[src/rtl/peripheral_msi_master_port_bb_if.sv]
// Bus bundle between one AHB master and the MSI slave ports it can reach.
// Modport "master" is the port block's view; "slave" is the surrounding fabric/master view.
interface peripheral_msi_master_port_bb_if #(
  parameter int PLEN   = 64,
  parameter int XLEN   = 64,
  parameter int SLAVES = 5
);
  logic              mst_HSEL;
  logic [PLEN-1:0]   mst_HADDR;
  logic [XLEN-1:0]   mst_HWDATA;
  logic [XLEN-1:0]   mst_HRDATA;
  logic              mst_HWRITE;
  logic [2:0]        mst_HSIZE;
  logic [2:0]        mst_HBURST;
  logic [3:0]        mst_HPROT;
  logic [1:0]        mst_HTRANS;
  logic              mst_HMASTLOCK;
  logic              mst_HREADY;
  logic              mst_HREADYOUT;
  logic              mst_HRESP;

  logic [SLAVES-1:0] slvHSEL;
  logic [PLEN-1:0]   slvHADDR;
  logic [XLEN-1:0]   slvHWDATA;
  logic [XLEN-1:0]   slvHRDATA [SLAVES];
  logic              slvHWRITE;
  logic [2:0]        slvHSIZE;
  logic [2:0]        slvHBURST;
  logic [3:0]        slvHPROT;
  logic [1:0]        slvHTRANS;
  logic              slvHMASTLOCK;
  logic              slvHREADY;
  logic [SLAVES-1:0] slvHREADYOUT;
  logic [SLAVES-1:0] slvHRESP;

  modport master (
    input  mst_HSEL, mst_HADDR, mst_HWDATA, mst_HWRITE, mst_HSIZE, mst_HBURST,
           mst_HPROT, mst_HTRANS, mst_HMASTLOCK, mst_HREADY,
    output mst_HRDATA, mst_HREADYOUT, mst_HRESP,
    output slvHSEL, slvHADDR, slvHWDATA, slvHWRITE, slvHSIZE, slvHBURST,
           slvHPROT, slvHTRANS, slvHMASTLOCK, slvHREADY,
    input  slvHRDATA, slvHREADYOUT, slvHRESP
  );

  modport slave (
    output mst_HSEL, mst_HADDR, mst_HWDATA, mst_HWRITE, mst_HSIZE, mst_HBURST,
           mst_HPROT, mst_HTRANS, mst_HMASTLOCK, mst_HREADY,
    input  mst_HRDATA, mst_HREADYOUT, mst_HRESP,
    input  slvHSEL, slvHADDR, slvHWDATA, slvHWRITE, slvHSIZE, slvHBURST,
           slvHPROT, slvHTRANS, slvHMASTLOCK, slvHREADY,
    output slvHRDATA, slvHREADYOUT, slvHRESP
  );
endinterface

[src/rtl/peripheral_msi_master_port_bb.sv]
// MSI master port: decodes one AHB master onto SLAVES slave ports, replaying stalled address phases.
// MSI_DEFAULT_SLAVE_ERR_EN: unmapped addresses raise a two-cycle ERROR instead of going to slave SLAVES-1.
module peripheral_msi_master_port_bb #(
  parameter int PLEN   = 64,
  parameter int XLEN   = 64,
  parameter int SLAVES = 5
) (
  input  logic                   HRESETn,
  input  logic                   HCLK,
  peripheral_msi_master_port_bb_if.master bus,
  input  logic [PLEN-1:0]        slv_addr_base [SLAVES],
  input  logic [PLEN-1:0]        slv_addr_mask [SLAVES],
  input  logic [SLAVES-1:0]      granted,
  output logic                   can_switch
);
  localparam int SW = (SLAVES > 1) ? $clog2(SLAVES) : 1;
  localparam logic [1:0] TR_BUSY   = 2'b01;
  localparam logic [1:0] TR_NONSEQ = 2'b10;
  localparam logic [1:0] TR_SEQ    = 2'b11;

  typedef enum logic [2:0] {ST_IDLE, ST_ACCESS, ST_WAIT, ST_ERR1, ST_ERR2} state_t;

  state_t            state_reg, state_next;
  logic [SW-1:0]     data_slave_reg, data_slave_next;
  logic [PLEN-1:0]   buf_addr_reg, buf_addr_next;
  logic              buf_write_reg, buf_write_next;
  logic [2:0]        buf_size_reg, buf_size_next;
  logic [2:0]        buf_burst_reg, buf_burst_next;
  logic [3:0]        buf_prot_reg, buf_prot_next;
  logic              buf_lock_reg, buf_lock_next;
  logic [SW-1:0]     buf_slave_reg, buf_slave_next;

  logic [SLAVES-1:0] hit_vec;
  logic [SW-1:0]     hit_idx;
  logic              hit_any;
  logic              accept;
  logic              in_wait;
  logic              src_valid;
  logic [SW-1:0]     sel_idx;
  logic              sel_hit;
  logic [XLEN-1:0]   rdata_sel;

  genvar gi;
  generate
    for (gi = 0; gi < SLAVES; gi++) begin : g_decode
      assign hit_vec[gi] = ((bus.mst_HADDR & slv_addr_mask[gi]) ==
                            (slv_addr_base[gi] & slv_addr_mask[gi]));
    end
  endgenerate

  // Walk downwards so the lowest matching index is the last one written.
  always_comb begin
    hit_idx = '0;
    hit_any = 1'b0;
    for (int s = SLAVES - 1; s >= 0; s--) begin
      if (hit_vec[s]) begin
        hit_idx = SW'(s);
        hit_any = 1'b1;
      end
    end
`ifndef MSI_DEFAULT_SLAVE_ERR_EN
    if (!hit_any) begin
      hit_idx = SW'(SLAVES - 1);
      hit_any = 1'b1;
    end
`endif
  end

  assign accept    = bus.mst_HSEL & bus.mst_HREADY & bus.mst_HTRANS[1];
  assign in_wait   = (state_reg == ST_WAIT);
  assign src_valid = in_wait | bus.mst_HSEL;
  assign sel_idx   = in_wait ? buf_slave_reg : hit_idx;
  assign sel_hit   = in_wait | hit_any;
  assign rdata_sel = bus.slvHRDATA[data_slave_reg];

  // Selects are gated by reset so the slave ports see nothing the instant reset asserts.
  generate
    for (gi = 0; gi < SLAVES; gi++) begin : g_sel
      assign bus.slvHSEL[gi] = HRESETn & src_valid & sel_hit & (sel_idx == SW'(gi));
    end
  endgenerate

  always_comb begin
    bus.slvHADDR     = bus.mst_HADDR;
    bus.slvHWRITE    = bus.mst_HWRITE;
    bus.slvHSIZE     = bus.mst_HSIZE;
    bus.slvHBURST    = bus.mst_HBURST;
    bus.slvHPROT     = bus.mst_HPROT;
    bus.slvHTRANS    = bus.mst_HTRANS;
    bus.slvHMASTLOCK = bus.mst_HMASTLOCK;
    if (in_wait) begin
      bus.slvHADDR     = buf_addr_reg;
      bus.slvHWRITE    = buf_write_reg;
      bus.slvHSIZE     = buf_size_reg;
      bus.slvHBURST    = buf_burst_reg;
      bus.slvHPROT     = buf_prot_reg;
      bus.slvHTRANS    = TR_NONSEQ;
      bus.slvHMASTLOCK = buf_lock_reg;
    end
  end

  assign bus.slvHWDATA = bus.mst_HWDATA;
  assign bus.slvHREADY = bus.mst_HREADYOUT;

  assign can_switch = ~HRESETn |
                      ~(src_valid & ((bus.slvHTRANS == TR_SEQ) | (bus.slvHTRANS == TR_BUSY) |
                                     bus.slvHMASTLOCK));

  always_comb begin
    state_next        = state_reg;
    data_slave_next   = data_slave_reg;
    buf_addr_next     = buf_addr_reg;
    buf_write_next    = buf_write_reg;
    buf_size_next     = buf_size_reg;
    buf_burst_next    = buf_burst_reg;
    buf_prot_next     = buf_prot_reg;
    buf_lock_next     = buf_lock_reg;
    buf_slave_next    = buf_slave_reg;
    bus.mst_HRDATA    = '0;
    bus.mst_HREADYOUT = 1'b1;
    bus.mst_HRESP     = 1'b0;

    case (state_reg)
      ST_ACCESS: begin
        bus.mst_HRDATA    = rdata_sel;
        bus.mst_HREADYOUT = bus.slvHREADYOUT[data_slave_reg];
        bus.mst_HRESP     = bus.slvHRESP[data_slave_reg];
        if (bus.slvHREADYOUT[data_slave_reg]) state_next = ST_IDLE;
      end
      ST_WAIT: begin
        bus.mst_HREADYOUT = 1'b0;
        if (granted[buf_slave_reg] & bus.slvHREADYOUT[buf_slave_reg]) begin
          data_slave_next = buf_slave_reg;
          state_next      = ST_ACCESS;
        end
      end
      ST_ERR1: begin
        bus.mst_HREADYOUT = 1'b0;
        bus.mst_HRESP     = 1'b1;
        state_next        = ST_ERR2;
      end
      ST_ERR2: begin
        bus.mst_HRESP = 1'b1;
        state_next    = ST_IDLE;
      end
      default: ;
    endcase

    // A new address phase overrides the plain end-of-phase transitions above.
    if (accept && (state_reg == ST_IDLE || state_reg == ST_ACCESS || state_reg == ST_ERR2)) begin
      if (!hit_any) begin
        state_next = ST_ERR1;
      end else if (granted[hit_idx]) begin
        data_slave_next = hit_idx;
        state_next      = ST_ACCESS;
      end else begin
        buf_addr_next  = bus.mst_HADDR;
        buf_write_next = bus.mst_HWRITE;
        buf_size_next  = bus.mst_HSIZE;
        buf_burst_next = bus.mst_HBURST;
        buf_prot_next  = bus.mst_HPROT;
        buf_lock_next  = bus.mst_HMASTLOCK;
        buf_slave_next = hit_idx;
        state_next     = ST_WAIT;
      end
    end
  end

  always_ff @(posedge HCLK or negedge HRESETn) begin
    if (!HRESETn) begin
      state_reg      <= ST_IDLE;
      data_slave_reg <= '0;
      buf_addr_reg   <= '0;
      buf_write_reg  <= 1'b0;
      buf_size_reg   <= '0;
      buf_burst_reg  <= '0;
      buf_prot_reg   <= '0;
      buf_lock_reg   <= 1'b0;
      buf_slave_reg  <= '0;
    end else begin
      state_reg      <= state_next;
      data_slave_reg <= data_slave_next;
      buf_addr_reg   <= buf_addr_next;
      buf_write_reg  <= buf_write_next;
      buf_size_reg   <= buf_size_next;
      buf_burst_reg  <= buf_burst_next;
      buf_prot_reg   <= buf_prot_next;
      buf_lock_reg   <= buf_lock_next;
      buf_slave_reg  <= buf_slave_next;
    end
  end
endmodule

[src/flat_wrapper.sv]
// flat-port wrapper written by rule: the top's interface ports become plain ports
module peripheral_msi_master_port_bb_flat 
#(
  parameter int PLEN   = 64,
  parameter int XLEN   = 64,
  parameter int SLAVES = 5
)
  (HRESETn, HCLK, slv_addr_base, slv_addr_mask, granted, can_switch, bus_mst_HSEL, bus_mst_HADDR, bus_mst_HWDATA, bus_mst_HWRITE, bus_mst_HSIZE, bus_mst_HBURST, bus_mst_HPROT, bus_mst_HTRANS, bus_mst_HMASTLOCK, bus_mst_HREADY, bus_mst_HRDATA, bus_mst_HREADYOUT, bus_mst_HRESP, bus_slvHSEL, bus_slvHADDR, bus_slvHWDATA, bus_slvHWRITE, bus_slvHSIZE, bus_slvHBURST, bus_slvHPROT, bus_slvHTRANS, bus_slvHMASTLOCK, bus_slvHREADY, bus_slvHRDATA, bus_slvHREADYOUT, bus_slvHRESP);
  peripheral_msi_master_port_bb_if #(.PLEN(PLEN), .XLEN(XLEN), .SLAVES(SLAVES)) bus_i ();
  input  logic HRESETn;
  input  logic HCLK;
  input  logic [PLEN-1:0] slv_addr_base[SLAVES];
  input  logic [PLEN-1:0] slv_addr_mask[SLAVES];
  input  logic [SLAVES-1:0] granted;
  output logic can_switch;
  input wire logic [$bits(bus_i.mst_HSEL)-1:0] bus_mst_HSEL;
  input wire logic [$bits(bus_i.mst_HADDR)-1:0] bus_mst_HADDR;
  input wire logic [$bits(bus_i.mst_HWDATA)-1:0] bus_mst_HWDATA;
  input wire logic [$bits(bus_i.mst_HWRITE)-1:0] bus_mst_HWRITE;
  input wire logic [$bits(bus_i.mst_HSIZE)-1:0] bus_mst_HSIZE;
  input wire logic [$bits(bus_i.mst_HBURST)-1:0] bus_mst_HBURST;
  input wire logic [$bits(bus_i.mst_HPROT)-1:0] bus_mst_HPROT;
  input wire logic [$bits(bus_i.mst_HTRANS)-1:0] bus_mst_HTRANS;
  input wire logic [$bits(bus_i.mst_HMASTLOCK)-1:0] bus_mst_HMASTLOCK;
  input wire logic [$bits(bus_i.mst_HREADY)-1:0] bus_mst_HREADY;
  output wire logic [$bits(bus_i.mst_HRDATA)-1:0] bus_mst_HRDATA;
  output wire logic [$bits(bus_i.mst_HREADYOUT)-1:0] bus_mst_HREADYOUT;
  output wire logic [$bits(bus_i.mst_HRESP)-1:0] bus_mst_HRESP;
  output wire logic [$bits(bus_i.slvHSEL)-1:0] bus_slvHSEL;
  output wire logic [$bits(bus_i.slvHADDR)-1:0] bus_slvHADDR;
  output wire logic [$bits(bus_i.slvHWDATA)-1:0] bus_slvHWDATA;
  output wire logic [$bits(bus_i.slvHWRITE)-1:0] bus_slvHWRITE;
  output wire logic [$bits(bus_i.slvHSIZE)-1:0] bus_slvHSIZE;
  output wire logic [$bits(bus_i.slvHBURST)-1:0] bus_slvHBURST;
  output wire logic [$bits(bus_i.slvHPROT)-1:0] bus_slvHPROT;
  output wire logic [$bits(bus_i.slvHTRANS)-1:0] bus_slvHTRANS;
  output wire logic [$bits(bus_i.slvHMASTLOCK)-1:0] bus_slvHMASTLOCK;
  output wire logic [$bits(bus_i.slvHREADY)-1:0] bus_slvHREADY;
  input wire logic [$bits(bus_i.slvHRDATA)-1:0] bus_slvHRDATA;
  input wire logic [$bits(bus_i.slvHREADYOUT)-1:0] bus_slvHREADYOUT;
  input wire logic [$bits(bus_i.slvHRESP)-1:0] bus_slvHRESP;
  assign bus_i.mst_HSEL = bus_mst_HSEL;
  assign bus_i.mst_HADDR = bus_mst_HADDR;
  assign bus_i.mst_HWDATA = bus_mst_HWDATA;
  assign bus_i.mst_HWRITE = bus_mst_HWRITE;
  assign bus_i.mst_HSIZE = bus_mst_HSIZE;
  assign bus_i.mst_HBURST = bus_mst_HBURST;
  assign bus_i.mst_HPROT = bus_mst_HPROT;
  assign bus_i.mst_HTRANS = bus_mst_HTRANS;
  assign bus_i.mst_HMASTLOCK = bus_mst_HMASTLOCK;
  assign bus_i.mst_HREADY = bus_mst_HREADY;
  assign bus_mst_HRDATA = bus_i.mst_HRDATA;
  assign bus_mst_HREADYOUT = bus_i.mst_HREADYOUT;
  assign bus_mst_HRESP = bus_i.mst_HRESP;
  assign bus_slvHSEL = bus_i.slvHSEL;
  assign bus_slvHADDR = bus_i.slvHADDR;
  assign bus_slvHWDATA = bus_i.slvHWDATA;
  assign bus_slvHWRITE = bus_i.slvHWRITE;
  assign bus_slvHSIZE = bus_i.slvHSIZE;
  assign bus_slvHBURST = bus_i.slvHBURST;
  assign bus_slvHPROT = bus_i.slvHPROT;
  assign bus_slvHTRANS = bus_i.slvHTRANS;
  assign bus_slvHMASTLOCK = bus_i.slvHMASTLOCK;
  assign bus_slvHREADY = bus_i.slvHREADY;
  assign bus_i.slvHRDATA = {>>{bus_slvHRDATA}};
  assign bus_i.slvHREADYOUT = bus_slvHREADYOUT;
  assign bus_i.slvHRESP = bus_slvHRESP;
  peripheral_msi_master_port_bb #(.PLEN(PLEN), .XLEN(XLEN), .SLAVES(SLAVES)) u_core (.HRESETn(HRESETn), .HCLK(HCLK), .bus(bus_i), .slv_addr_base(slv_addr_base), .slv_addr_mask(slv_addr_mask), .granted(granted), .can_switch(can_switch));
endmodule
[config.mk]
export PLATFORM = sky130hd
export DESIGN_NAME = peripheral_msi_master_port_bb_flat
export DESIGN_NICKNAME = d
export VERILOG_FILES = /design/src/rtl/peripheral_msi_master_port_bb_if.sv /design/src/rtl/peripheral_msi_master_port_bb.sv /design/src/flat_wrapper.sv
export SDC_FILE = /design/constraint.sdc
export NUM_CORES = 1
export LEC_CHECK = 0
export ABC_CLOCK_PERIOD_IN_PS = 5300
export BUFFER_PORTS_ARGS = -buffer_cell sky130_fd_sc_hd__clkbuf_2
export CAP_MARGIN = 10
export CORE_AREA = 3 3 526 528
export DETAILED_ROUTE_END_ITERATION = 10
export DIE_AREA = 0 0 529 531
export HOLD_SLACK_MARGIN = 0.08
export REMOVE_ABC_BUFFERS = 1
export SYNTH_ARGS = -nofsm -noshare
export SYNTH_HDL_FRONTEND = slang
export SYNTH_SLANG_ARGS = --single-unit
[constraint.sdc]
create_clock -name HCLK -period 5.3 [get_ports HCLK]
set_input_delay 1.06 -clock HCLK [delete_from_list [all_inputs] [get_ports HCLK]]
set_output_delay 1.06 -clock HCLK [all_outputs]
set_load 0.01 [all_outputs]
Yosys cells after proc, flatten, opt, wreduce, memory -nomap -nowiden
Index checks and enable logic that the tools add are counted.
{ "classes": {"mux": 44, "n_reduce_logical": 10, "order_cmp": 4, "bitwise_logic": 28, "eq_ne": 17} }
{ "ops": {"columns": ["operator", "count"], "rows": [
  ["bitwise AND 64 bit", 10],
  ["equality test 64 bit", 5],
  ["2-to-1 mux 64 bit", 4],
  ["binary-select mux 64 bit (select 3 bit)", 1],
  ["2-to-1 mux 3 bit", 16],
  ["binary-select mux 1 bit (select 3 bit)", 5],
  ["equality test 3 x 2 -> 1 bit (second input constant)", 4],
  ["less-than comparator 3 x 4 -> 1 bit (second input constant)", 3],
  ["2-to-1 mux 1 bit", 12],
  ["case mux 3 bit (4 select lines)", 1],
  ["bitwise AND 1 bit", 10],
  ["equality test 3 x 1 -> 1 bit (second input constant)", 2],
  ["equality test 3 bit (second input constant)", 2],
  ["zero test 3 bit", 2],
  ["nonzero test 5 bit", 1],
  [">= comparator 4 bit (second input constant)", 1],
  ["2-to-1 mux 2 bit", 2],
  ["2-to-1 mux 4 bit", 1],
  ["NOT 3 -> 4 bit", 1],
  ["bitwise OR 1 bit", 4],
  ["case mux 1 bit (2 select lines)", 2],
  ["OR reduction 2 bit", 2],
  ["inequality test 3 x 2 -> 1 bit (second input constant)", 1],
  ["inequality test 3 bit (second input constant)", 1],
  ["7 further kinds", 10]
]} }
{ "word_totals": {"out_inout_bits": 215, "register_bits": 85, "elab_cells": 112} }

Longest topological paths before layout
Gate-level depths: netlist of the first run.
{ "logic_depth": {"word_depth": 12, "ltp_mapped": 13, "depth_no_buf": 9} }

Worst setup path after synthesis of the first run
No wires, ideal clock.
{ "synth_path": {"path_kind": "input port to output port", "startpoint": "input port bus_mst_HADDR[52]", "endpoint": "output port bus_slvHSEL[2]", "required_ns": 4.240, "stages": 10, "setup_slack_ns": 1.130, "n_path_buf": 1, "arrival_ns": 3.110, "cell_sequence": "clkbuf_1 -> xor2_1 -> a22oi_1 -> nand4_1 -> or4_1 -> or2_1 -> nand2_1 -> a21oi_1 -> a31o_2 -> and3_1"} }
{ "synth_between": {"elab_chain_len": 11, "elab_cells_between_ends": 24, "classes_between": "eq/ne (6); mux (12); bitwise (6)"} }
{ "synth_rtl": {"columns": ["element", "line_no", "text"], "rows": [
  ["from (decl)", "flat_wrapper.sv:17", "input wire logic [$bits(bus_i.mst_HADDR)-1:0] bus_mst_HADDR;"],
  ["bitwise AND 64 bit", "peripheral_msi_master_port_bb.sv:46", "assign hit_vec[gi] = ((bus.mst_HADDR & slv_addr_mask[gi]) =="],
  ["equality test 64 bit", "peripheral_msi_master_port_bb.sv:46", null],
  ["2-to-1 mux 1 bit or 2-to-1 mux 3 bit (tied branches) (5 in series)", "peripheral_msi_master_port_bb.sv:56", "if (hit_vec[s]) begin"],
  ["2-to-1 mux 3 bit (*)", "peripheral_msi_master_port_bb.sv:62", "if (!hit_any) begin"],
  ["2-to-1 mux 3 bit (*)", "peripheral_msi_master_port_bb.sv:72", "assign sel_idx = in_wait ? buf_slave_reg : hit_idx;"],
  ["equality test 3 x 2 -> 1 bit (*)", "peripheral_msi_master_port_bb.sv:79", "assign bus.slvHSEL[gi] = HRESETn & src_valid & sel_hit & (sel_idx == SW'(gi));"],
  ["bitwise AND 1 bit (*)", "peripheral_msi_master_port_bb.sv:79", null],
  ["to (decl)", "flat_wrapper.sv:29", "output wire logic [$bits(bus_i.slvHSEL)-1:0] bus_slvHSEL;"]
]} }
Mark *: on every way between the ends. The rest lies on a longest branch, timed or not.

Final worst setup path of the first run
{ "layout_path": {"startpoint": "input port bus_mst_HADDR[60]", "endpoint": "output port bus_slvHSEL[2]"} }
The elaborated chain is that of the path after synthesis.

==> impl_metrics.csv, run 1 <==
group,metric,value,unit
yosys,synth_edf_count,0,
global_routing,grt_max_degree,59,
clocking,clockRootBuffer,"clkbuf_16",
yosys,synth_seq_cells,85,
clocking,hold_buffers,0,
drt,ant_nets,0,
sta,worst_slew_pin_slew,1.03,ns
final_layout,mostFrequentLayoutCells,"clkbuf_2, xor2_1, nand2_1, a22oi_1, buf_4",
drt,drtIter0Drc,877,
yosys,synthCells,1294,
yosys,synth_cell_type_count,51,
die,core-area,273000,um^2
sta,fin_crit_sh,96.9,%
pwr,vdd_drop_max,0.162,mV
setup_path,reg2reg_to,"u_core.data_slave_reg[1]$_DFF_PN0_",
place,port-buffer-count,1079,
die,die_y,531,um
sta,fin_ws,0.163,ns
setup_path,r2r_slack,2.45,ns
setup_path,cp_max_fo,6,
clocking,clkTransAtPathRegs,0.08,ns
place,post-place-ws,-0.192,ns
global_routing,antenna_found_initial,175,
setup_path,crit_arrival,4.08,ns
flow_run,cap_violations,0,
global_routing,grt_pass1_wl,200000,um
drt,routed_wl,172000,um
setup_path,cp-end-kind,"primary output",
final_layout,fin_util,8.26,%
yosys,ys_seq_area_share,18.9,%
final_layout,area_growth,99.9,%
final_layout,finalNetCount,3496,
yosys,synthesis.area,11300,um^2
final_layout,final_common_cell,"clkbuf_2",
yosys,async_flop_share,100,%
clocking,clockBufferDepth,2,
global_routing,grt_pass1_vias,15500,
clocking,htree_levels,3,
clocking,cts_tree,"yes",
drt,wl_per_cell,28.2,um
setup_path,cp-start-kind,"input pin",
drt,viasPerCell,2.62,
drt,remaining_drc_errors,0,
yosys,yosysWarnings,0,
clocking,cts_sinks,85,
place,place_congestion,1.03,
drt,drtPass1Iterations,5,
sta,relSlewSlack,31.3,%
clocking,post-cts-setup-buffer-count,0,
sta,max_freq,195,MHz
setup_path,rr_worst_depth,6,
global_routing,grt_usage,11.6,%
global_routing,gr-total-overflow,0,
final_layout,largest_register_ffs,64,
clocking,clock_latency,0.43,ns
min_path,holdPathEnd,"u_core.buf_addr_reg[32]$_DFFE_PN0P_",
outcome,status,"finished clean",
die,dieArea,281000,um^2
final_layout,n_fill_cell,32100,
sta,finalSetupViolCount,0,
place,hpwl,157000,um
pwr,p_per_area,178,nW/um^2
min_path,hp-class,"reg2reg",
sta,drv_slew,0,
setup_path,r2r_start,"u_core.state_reg[1]$_DFFE_PN0P_",
die,rows,192,
yosys,syn_area_per_cell,8.71,um^2
die,die_w,529,um
sta,finalClockSkew,0.0236,ns
sta,hold_viol,0,
yosys,synth_top_flop_cell,"dfrtp_1",
sta,grt_setup_unrepaired,"false",
min_path,whs_path_depth,1,
sta,fin_crit,5.14,ns
final_layout,drive_above_1_share,60.6,%
final_layout,layout.cells.non_filler,6076,
setup_path,crit_type,"in2out",
die,io_pins,1336,
setup_path,required,4.24,ns
die,initial_core_util,4.13,%
pwr,leakage,9.99,nW
drt,vias,15900,
clocking,cts_buffers,9,
min_path,hp-start,"u_core.buf_addr_reg[32]$_DFFE_PN0P_",
place,place_inst,5953,
[through the flow]
stage               cell area, um^2  setup TNS (ns)  power [mW]  hold slack (ns)
CTS                           22200               0        4.16            0.514
finish                        22500               0        4.02            0.510
global placement              21900          -0.785        3.29            0.489
floorplan                     10100         -134.45        1.74            0.481
detailed placement            21900          -0.743        3.30            0.494
global route                  22400               0        4.28            0.522
[synthesized netlist by cell type, types with 2 or more instances]
master | n | area, um^2
a221oi_1 | 3 | 26.3
clkbuf_1 | 62 | 233
a22oi_1 | 192 | 1440
a31o_2 | 2 | 17.5
o22ai_1 | 3 | 18.8
mux2_2 | 70 | 788
nand3_1 | 7 | 35.0
dfrtp_1 | 85 | 2130
buf_2 | 32 | 160
o21ai_0 | 3 | 15.0
nor2b_1 | 3 | 18.8
nor2_1 | 74 | 278
buf_4 | 71 | 533
and3b_1 | 2 | 17.5
nor3b_1 | 2 | 15.0
nand2b_1 | 4 | 25.0
xor2_1 | 256 | 2240
nand4_1 | 32 | 200
nor3_1 | 3 | 15.0
buf_6 | 13 | 146
nand2_1 | 235 | 882
or2_2 | 2 | 12.5
a41oi_1 | 2 | 17.5
mux4_2 | 66 | 1490
mux2i_1 | 4 | 40.0
nor4_1 | 7 | 43.8
a21oi_1 | 8 | 40.0
buf_1 | 14 | 52.6
and2_1 | 2 | 12.5
inv_1 | 5 | 18.8
and3_1 | 3 | 18.8
mux2_4 | 8 | 120
[layer usage]
layer  global-route usage (%)  wire length (um)  vias up
li1                         -                 -     6823
met1                     13.3             68400     7362
met5                    0.274               342        -
met3                     3.72             14200      384
met2                     18.1             75700     1290
met4                     8.40             13000       40
[worst max-delay path by stage]
stage,from,to,cells past startpoint
after floorplan,u_core.data_slave_reg[0]$_DFF_PN0_,bus_mst_HREADYOUT,3
after global placement,bus_mst_HADDR[50],bus_slvHSEL[1],12
after detailed placement,bus_mst_HADDR[6],bus_slvHSEL[4],15
after CTS,bus_mst_HADDR[52],bus_slvHSEL[4],14
after global routing,bus_mst_HADDR[24],bus_slvHSEL[1],13
final,bus_mst_HADDR[60],bus_slvHSEL[2],15
[cells by family (layout without fill, tap and decap cells)]
| group | count (synthesis) | count (layout) | synth area share (%) |
|---|---|---|---|
| flops | 85 | 85 | 18.9 |
| mux | 148 | 148 | 21.6 |
| other cells | 0 | 107 | 0 |
| xor+xnor | 256 | 256 | 19.9 |
| buf+inv | 198 | 1284 | 10.3 |
| compound gates | 223 | 223 | 14.8 |
| simple gates | 384 | 384 | 14.6 |
[power by group]
group | switching (mW) | internal [mW]
registers | 0.107 | 0.788
clock network | 0.449 | 0.344
logic | 1.34 | 0.994
total | 1.90 | 2.13
[critical path, stage by stage]
cell,delay (ns)
clkbuf_2,0.12
buf_12,0.14
buf_4,0.16
xor2_1,0.16
a22oi_1,0.17
nand4_1,0.23
buf_6,0.24
or4_4,0.53
buf_8,0.17
or2_1,0.26
nand2_4,0.12
a21oi_1,0.07
a31o_2,0.26
and3_1,0.20
clkbuf_2,0.13
[final cells by class]
type,count,area (um^2),share of cell area (%)
Tap cell,3589,4490,19.9
Antenna cell,107,268,1.19
Clock inverter,6,53.8,0.239
Multi-Input combinational cell,1011,8070,35.8
Sequential cell,85,2130,9.47
Clock buffer,10,239,1.06
Timing Repair Buffer,1263,7260,32.2
Inverter,5,20.0,0.0888
[repair_timing]
action / in CTS / in global routing
gates resized for setup: 5 / 5
pin swaps: 1 / 0
endpoints found under the setup margin: 5 / 4
Note: power is estimated with default switching activity, not from simulation.
==> run 2: changes to the inputs <==
CORE_AREA = 3 3 519 521   (was 3 3 526 528)
CTS_BUF_LIST = sky130_fd_sc_hd__clkbuf_4   (was not set)
DIE_AREA = 0 0 522 524   (was 0 0 529 531)
REMOVE_ABC_BUFFERS = not set   (was 1)
==> impl_metrics.csv, run 2 (synthesized netlist as in run 1, its figures left out) <==
group,metric,value,unit
die,core-area,265000,um^2
die,die_y,524,um
setup_path,required,4.24,ns
clocking,clock_latency,0.64,ns
die,dieArea,274000,um^2
pwr,vdd_drop_max,0.143,mV
setup_path,cp-end-kind,"primary output",
global_routing,gr-total-overflow,0,
clocking,clkTransAtPathRegs,0.25,ns
outcome,status,"finished clean",
clocking,cts_buffers,9,
drt,viasPerCell,2.69,
drt,drtPass1Iterations,5,
global_routing,grt_usage,12.8,%
drt,remaining_drc_errors,0,
sta,fin_crit_sh,97.1,%
die,rows,189,
global_routing,grt_max_degree,65,
global_routing,grt_pass1_wl,212000,um
drt,wl_per_cell,30.9,um
setup_path,cp_max_fo,4,
sta,grt_setup_unrepaired,"false",
place,place_congestion,0.897,
setup_path,crit_arrival,4.08,ns
sta,finalClockSkew,0.0584,ns
final_layout,largest_register_ffs,64,
clocking,cts_resized,1,
sta,drv_slew,0,
sta,finalSetupViolCount,0,
place,hpwl,170000,um
clocking,clockRootBuffer,"clkbuf_4",
sta,hold_ws,0.347,ns
drt,vias,16000,
sta,relSlewSlack,33.6,%
final_layout,mostFrequentLayoutCells,"clkbuf_2, xor2_1, nand2_1, a22oi_1, buf_4",
die,die_w,522,um
die,io_pins,1336,
place,port-buffer-count,1079,
setup_path,crit_type,"in2out",
sta,worst_slew_pin_slew,0.993,ns
drt,routed_wl,184000,um
clocking,post-cts-setup-buffer-count,0,
drt,drtIter0Drc,1290,
sta,max_freq,194,MHz
pwr,leakage,9.72,nW
clocking,htree_levels,3,
setup_path,rr_worst_depth,7,
final_layout,n_fill_cell,31100,
min_path,hp-class,"in2async",
drt,ant_nets,0,
final_layout,final_common_cell,"clkbuf_2",
die,initial_core_util,4.25,%
clocking,clockBufferDepth,2,
final_layout,fin_util,8.28,%
final_layout,area_growth,94.6,%
sta,fin_crit,5.14,ns
flow_run,cap_violations,0,
pwr,p_per_area,175,nW/um^2
clocking,hold_buffers,0,
clocking,cts_tree,"yes",
global_routing,antenna_found_initial,192,
clocking,cts_sinks,85,
setup_path,cp-start-kind,"input pin",
global_routing,grt_pass1_vias,15400,
yosys,syn-num-nets,2415,
sta,hold_viol,0,
final_layout,drive_above_1_share,59.9,%
final_layout,finalNetCount,3461,
==> run 2: cell count changes in the layout (fill, tap and decap cells not counted), moves of 2 or more <==
cell and delta:
clkinvlp_4 +2, clkbuf_16 -9, nor4_4 -2, diode_2 -27, clkbuf_4 +11, buf_4 -33, clkinv_4 -2, nor4_1 +3
==> run 2: layout make-up <==
class                      count  area [um^2]  area share (%)
multi-input combinational   1011         8030            36.6
timing repair buffer        1228         6990            31.9
tap                         3533         4420            20.1
sequential                    85         2130            9.73
antenna                       80          200           0.912
clock buffer                  10         75.1           0.342
clock inverter                 6         70.1           0.319
inverter                       5         21.3          0.0969
==> run 2: critical path, cell delays in order <==
cell and delay (ns):
clkbuf_2 0.21, xor2_1 0.22, a22oi_1 0.34, buf_12 0.19
nand4_1 0.17, or4_4 0.69, or2_1 0.29, nand2_1 0.10
buf_4 0.13, nor2_1 0.06, a31o_2 0.24, and3_1 0.18
clkbuf_2 0.13
==> run 2: path summary, 6_finish.rpt <==
check	from	endpoint	slack (ns)
max	bus_mst_HADDR[57]	bus_slvHSEL[4]	0.16
min	HRESETn	u_core.buf_addr_reg[63]$_DFFE_PN0P_	0.35
max reg2reg	u_core.state_reg[1]$_DFFE_PN0P_	u_core.data_slave_reg[1]$_DFF_PN0_	2.48
min reg2reg	u_core.buf_addr_reg[17]$_DFFE_PN0P_	u_core.buf_addr_reg[17]$_DFFE_PN0P_	0.53
max in group asynchronous	HRESETn	u_core.buf_burst_reg[0]$_DFFE_PN0P_	3.66
min in group HCLK	u_core.buf_addr_reg[17]$_DFFE_PN0P_	u_core.buf_addr_reg[17]$_DFFE_PN0P_	0.53
==> run 2: where the power goes <==
group | total, mW | leakage (nW) | internal [mW] | switching (mW)
Combinational | 2.43 | 8.62 | 0.968 | 1.46
Sequential | 0.881 | 1.02 | 0.787 | 0.0939
Clock | 0.530 | 0.0702 | 0.151 | 0.379
Total | 3.84 | 9.72 | 1.91 | 1.93
==> run 2: metrics by stage <==
stage	setup slack, ns	instances	setup TNS [ns]	instance area, um^2	power [mW]
finish	0.156	5958	0	21900	3.84
global route	0.0272	5923	0	21900	4.07
CTS	0.0446	5878	0	21700	3.95
detailed placement	-0.0329	5862	-0.0669	21600	3.38
global placement	-0.0469	5862	-0.136	21600	3.35
floorplan	1.13	1294	0	11300	1.87
==> run 2: routing by layer <==
layer  track usage (%)  up-vias  wire length (um)  part of all wire (%)
li1                  -     6723                 -                     -
met1              13.9     7485             68800                    37
met2              20.0     1271             81100                    44
met3              6.60      424             23000                    12
met4              6.93      120             10600                   5.7
met5                 0        -               800                  0.43
==> run 3: changes to the inputs <==
ABC_CLOCK_PERIOD_IN_PS = 4100   (was 5300)
CORE_AREA = 3 3 526 528   (was 3 3 519 521)
DIE_AREA = 0 0 529 531   (was 0 0 522 524)
clock period = 4.1 ns   (was 5.3 ns; I/O delays follow)
==> impl_metrics.csv, run 3 (synthesized netlist as in run 1, its figures left out) <==
group,metric,value,unit
global_routing,grt_max_degree,52,
final_layout,final_common_cell,"clkbuf_2",
setup_path,cp-start-kind,"input pin",
sta,tns,-1.53,ns
clocking,clockRootBuffer,"clkbuf_4",
final_layout,mostFrequentLayoutCells,"clkbuf_2, xor2_1, nand2_1, a22oi_1, buf_4",
sta,fin_ws,-0.333,ns
place,place_congestion,1.03,
pwr,p_comb_share,64.9,%
flow_run,cap_violations,0,
clocking,cts_tree,"yes",
drt,drtPass1Iterations,7,
setup_path,reg2reg_to,"u_core.data_slave_reg[1]$_DFF_PN0_",
sta,worst_slew_pin_slew,0.962,ns
pwr,pwr-share-seq,22.1,%
outcome,violations,"setup timing",
clocking,clkTransAtPathRegs,0.23,ns
min_path,hp-class,"in2reg",
yosys,syn-num-nets,2415,
global_routing,grt_usage,13.3,%
die,dieArea,281000,um^2
setup_path,path_buf_inv,7,
setup_path,cp_max_fo,6,
drt,wl_per_cell,31.9,um
pwr,leakage,10.4,nW
sta,drv_slew,0,
drt,ant_nets,0,
setup_path,r2r_slack,1.22,ns
drt,vias,16500,
final_layout,drive_above_1_share,63.2,%
clocking,clock_latency,0.62,ns
die,die_y,531,um
sta,relSlewSlack,35.7,%
setup_path,slowest_delay,0.55,ns
die,initial_core_util,4.13,%
drt,viasPerCell,2.68,
setup_path,cp_slowest_cell,"a22oi_2",
drt,remaining_drc_errors,0,
sta,hold_ws,0.421,ns
final_layout,largest_register_ffs,64,
sta,fin_crit,4.43,ns
sta,fin_crit_sh,108,%
sta,grt_setup_unrepaired,"true",
setup_path,cp-end-kind,"primary output",
place,port-buffer-count,1079,
final_layout,area_growth,110,%
outcome,status,"finished with violations",
final_layout,finalNetCount,3553,
sta,max_freq,226,MHz
global_routing,antenna_found_initial,205,
die,rows,192,
pwr,p_sw,2.54,mW
clocking,clockBufferDepth,2,
pwr,vdd_drop_max,0.193,mV
pwr,p_clk_share,13.0,%
global_routing,grt_pass1_vias,16000,
setup_path,path_cells,"clkbuf_2 -> buf_12 -> buf_8 -> xor2_1 -> a22oi_2 -> nand4_1 -> buf_4 -> nor4_4 -> buf_4 -> nand2_4 -> buf_12 -> nand3_4 -> o2bb2ai_4 -> mux2_4 -> and3b_1 -> buf_2",
final_layout,fin_util,8.68,%
setup_path,critPathTopFamily,"buffers and inverters",
pwr,p_per_area,217,nW/um^2
setup_path,rr_worst_depth,7,
die,die_w,529,um
global_routing,grt_pass1_wl,225000,um
pwr,internal_power,2.60,mW
setup_path,crit_type,"in2out",
drt,drtIter0Drc,1048,
place,hpwl,178000,um
die,io_pins,1336,
pwr,switching_share,49.5,%
min_path,holdPathEnd,"u_core.buf_size_reg[2]$_DFFE_PN0P_",
drt,routed_wl,196000,um
setup_path,required,3.28,ns
clocking,htree_levels,3,
min_path,hp-start,"bus_mst_HSIZE[2]",
clocking,cts_sinks,85,
sta,hold_viol,0,
setup_path,crit_arrival,3.61,ns
clocking,cts_buffers,9,
global_routing,gr-total-overflow,0,
die,core-area,273000,um^2
sta,finalClockSkew,0.0397,ns
setup_path,r2r_start,"u_core.state_reg[1]$_DFFE_PN0P_",
min_path,whs_path_depth,2,
sta,finalSetupViolCount,5,
==> run 3: worst max path at each step <==
stage,startpoint,to,depth (start not counted)
final,bus_mst_HADDR[47],bus_slvHSEL[3],16
after global routing,bus_mst_HADDR[60],bus_slvHSEL[3],13
after CTS,bus_mst_HADDR[8],bus_slvHSEL[3],15
after detailed placement,bus_mst_HADDR[23],bus_slvHSEL[3],15
after global placement,bus_mst_HADDR[23],bus_slvHSEL[2],14
after floorplan,bus_mst_HADDR[52],bus_slvHSEL[2],10
==> run 3: layer usage <==
| layer | up-vias | part of all wire [%] | track usage [%] |
|---|---|---|---|
| li1 | 6961 | - | - |
| met2 | 1332 | 43 | 20.6 |
| met4 | 94 | 7.9 | 9.45 |
| met5 | - | 0.33 | 0 |
| met1 | 7597 | 37 | 14.0 |
| met3 | 478 | 12 | 6.41 |
==> run 3: what timing repair did <==
action | CTS | global route
pin swaps | 23 | 28
endpoints found under the setup margin | 103 | 5
endpoints found under the hold margin | 43 | 0
hold buffers | 1 | 0
buffers inserted | 13 | 5
gates resized for setup | 62 | 58
==> run 3: layout make-up <==
type                       instances  area (um^2)
inverter                           5         21.3
timing repair buffer            1320         8190
sequential                        85         2130
clock inverter                     6         70.1
clock buffer                      10         75.1
multi-input combinational       1011         8410
tap                             3589         4490
fill                           31900       249000
antenna                          115          288
==> run 3: per-stage QoR <==
step / cells / instance area (um^2) / total power, mW / setup WS [ns]
6_report: 6141 / 23700 / 5.14 / -0.333
5_1_grt: 6091 / 23600 / 5.48 / -0.352
3_5_place_dp: 5996 / 22600 / 4.49 / -1.01
4_1_cts: 6025 / 23200 / 5.29 / -0.322
3_3_place_gp: 5996 / 22600 / 4.46 / -1.06
2_1_floorplan: 1294 / 11300 / 2.42 / 0.410
==> run 3: power by group through the flow <==
stage | Combinational [mW] | Sequential [mW] | Clock (mW)
global placement | 3.30 | 1.16 | 0
detailed placement | 3.33 | 1.17 | 0
CTS | 3.41 | 1.14 | 0.747
global route | 3.57 | 1.16 | 0.754
floorplan | 1.31 | 1.10 | 0
finish | 3.34 | 1.14 | 0.666
==> run 3: worst register-to-register path: cells and delay by family, from the launching register on <==
family                 cells  cell delay [ns]
buffers and inverters      1             0.38
flip-flops                 1             0.52
AND/OR/NAND/NOR            3             1.08
multiplexers               1             0.15
AO/OA/AOI/OAI              2             0.62
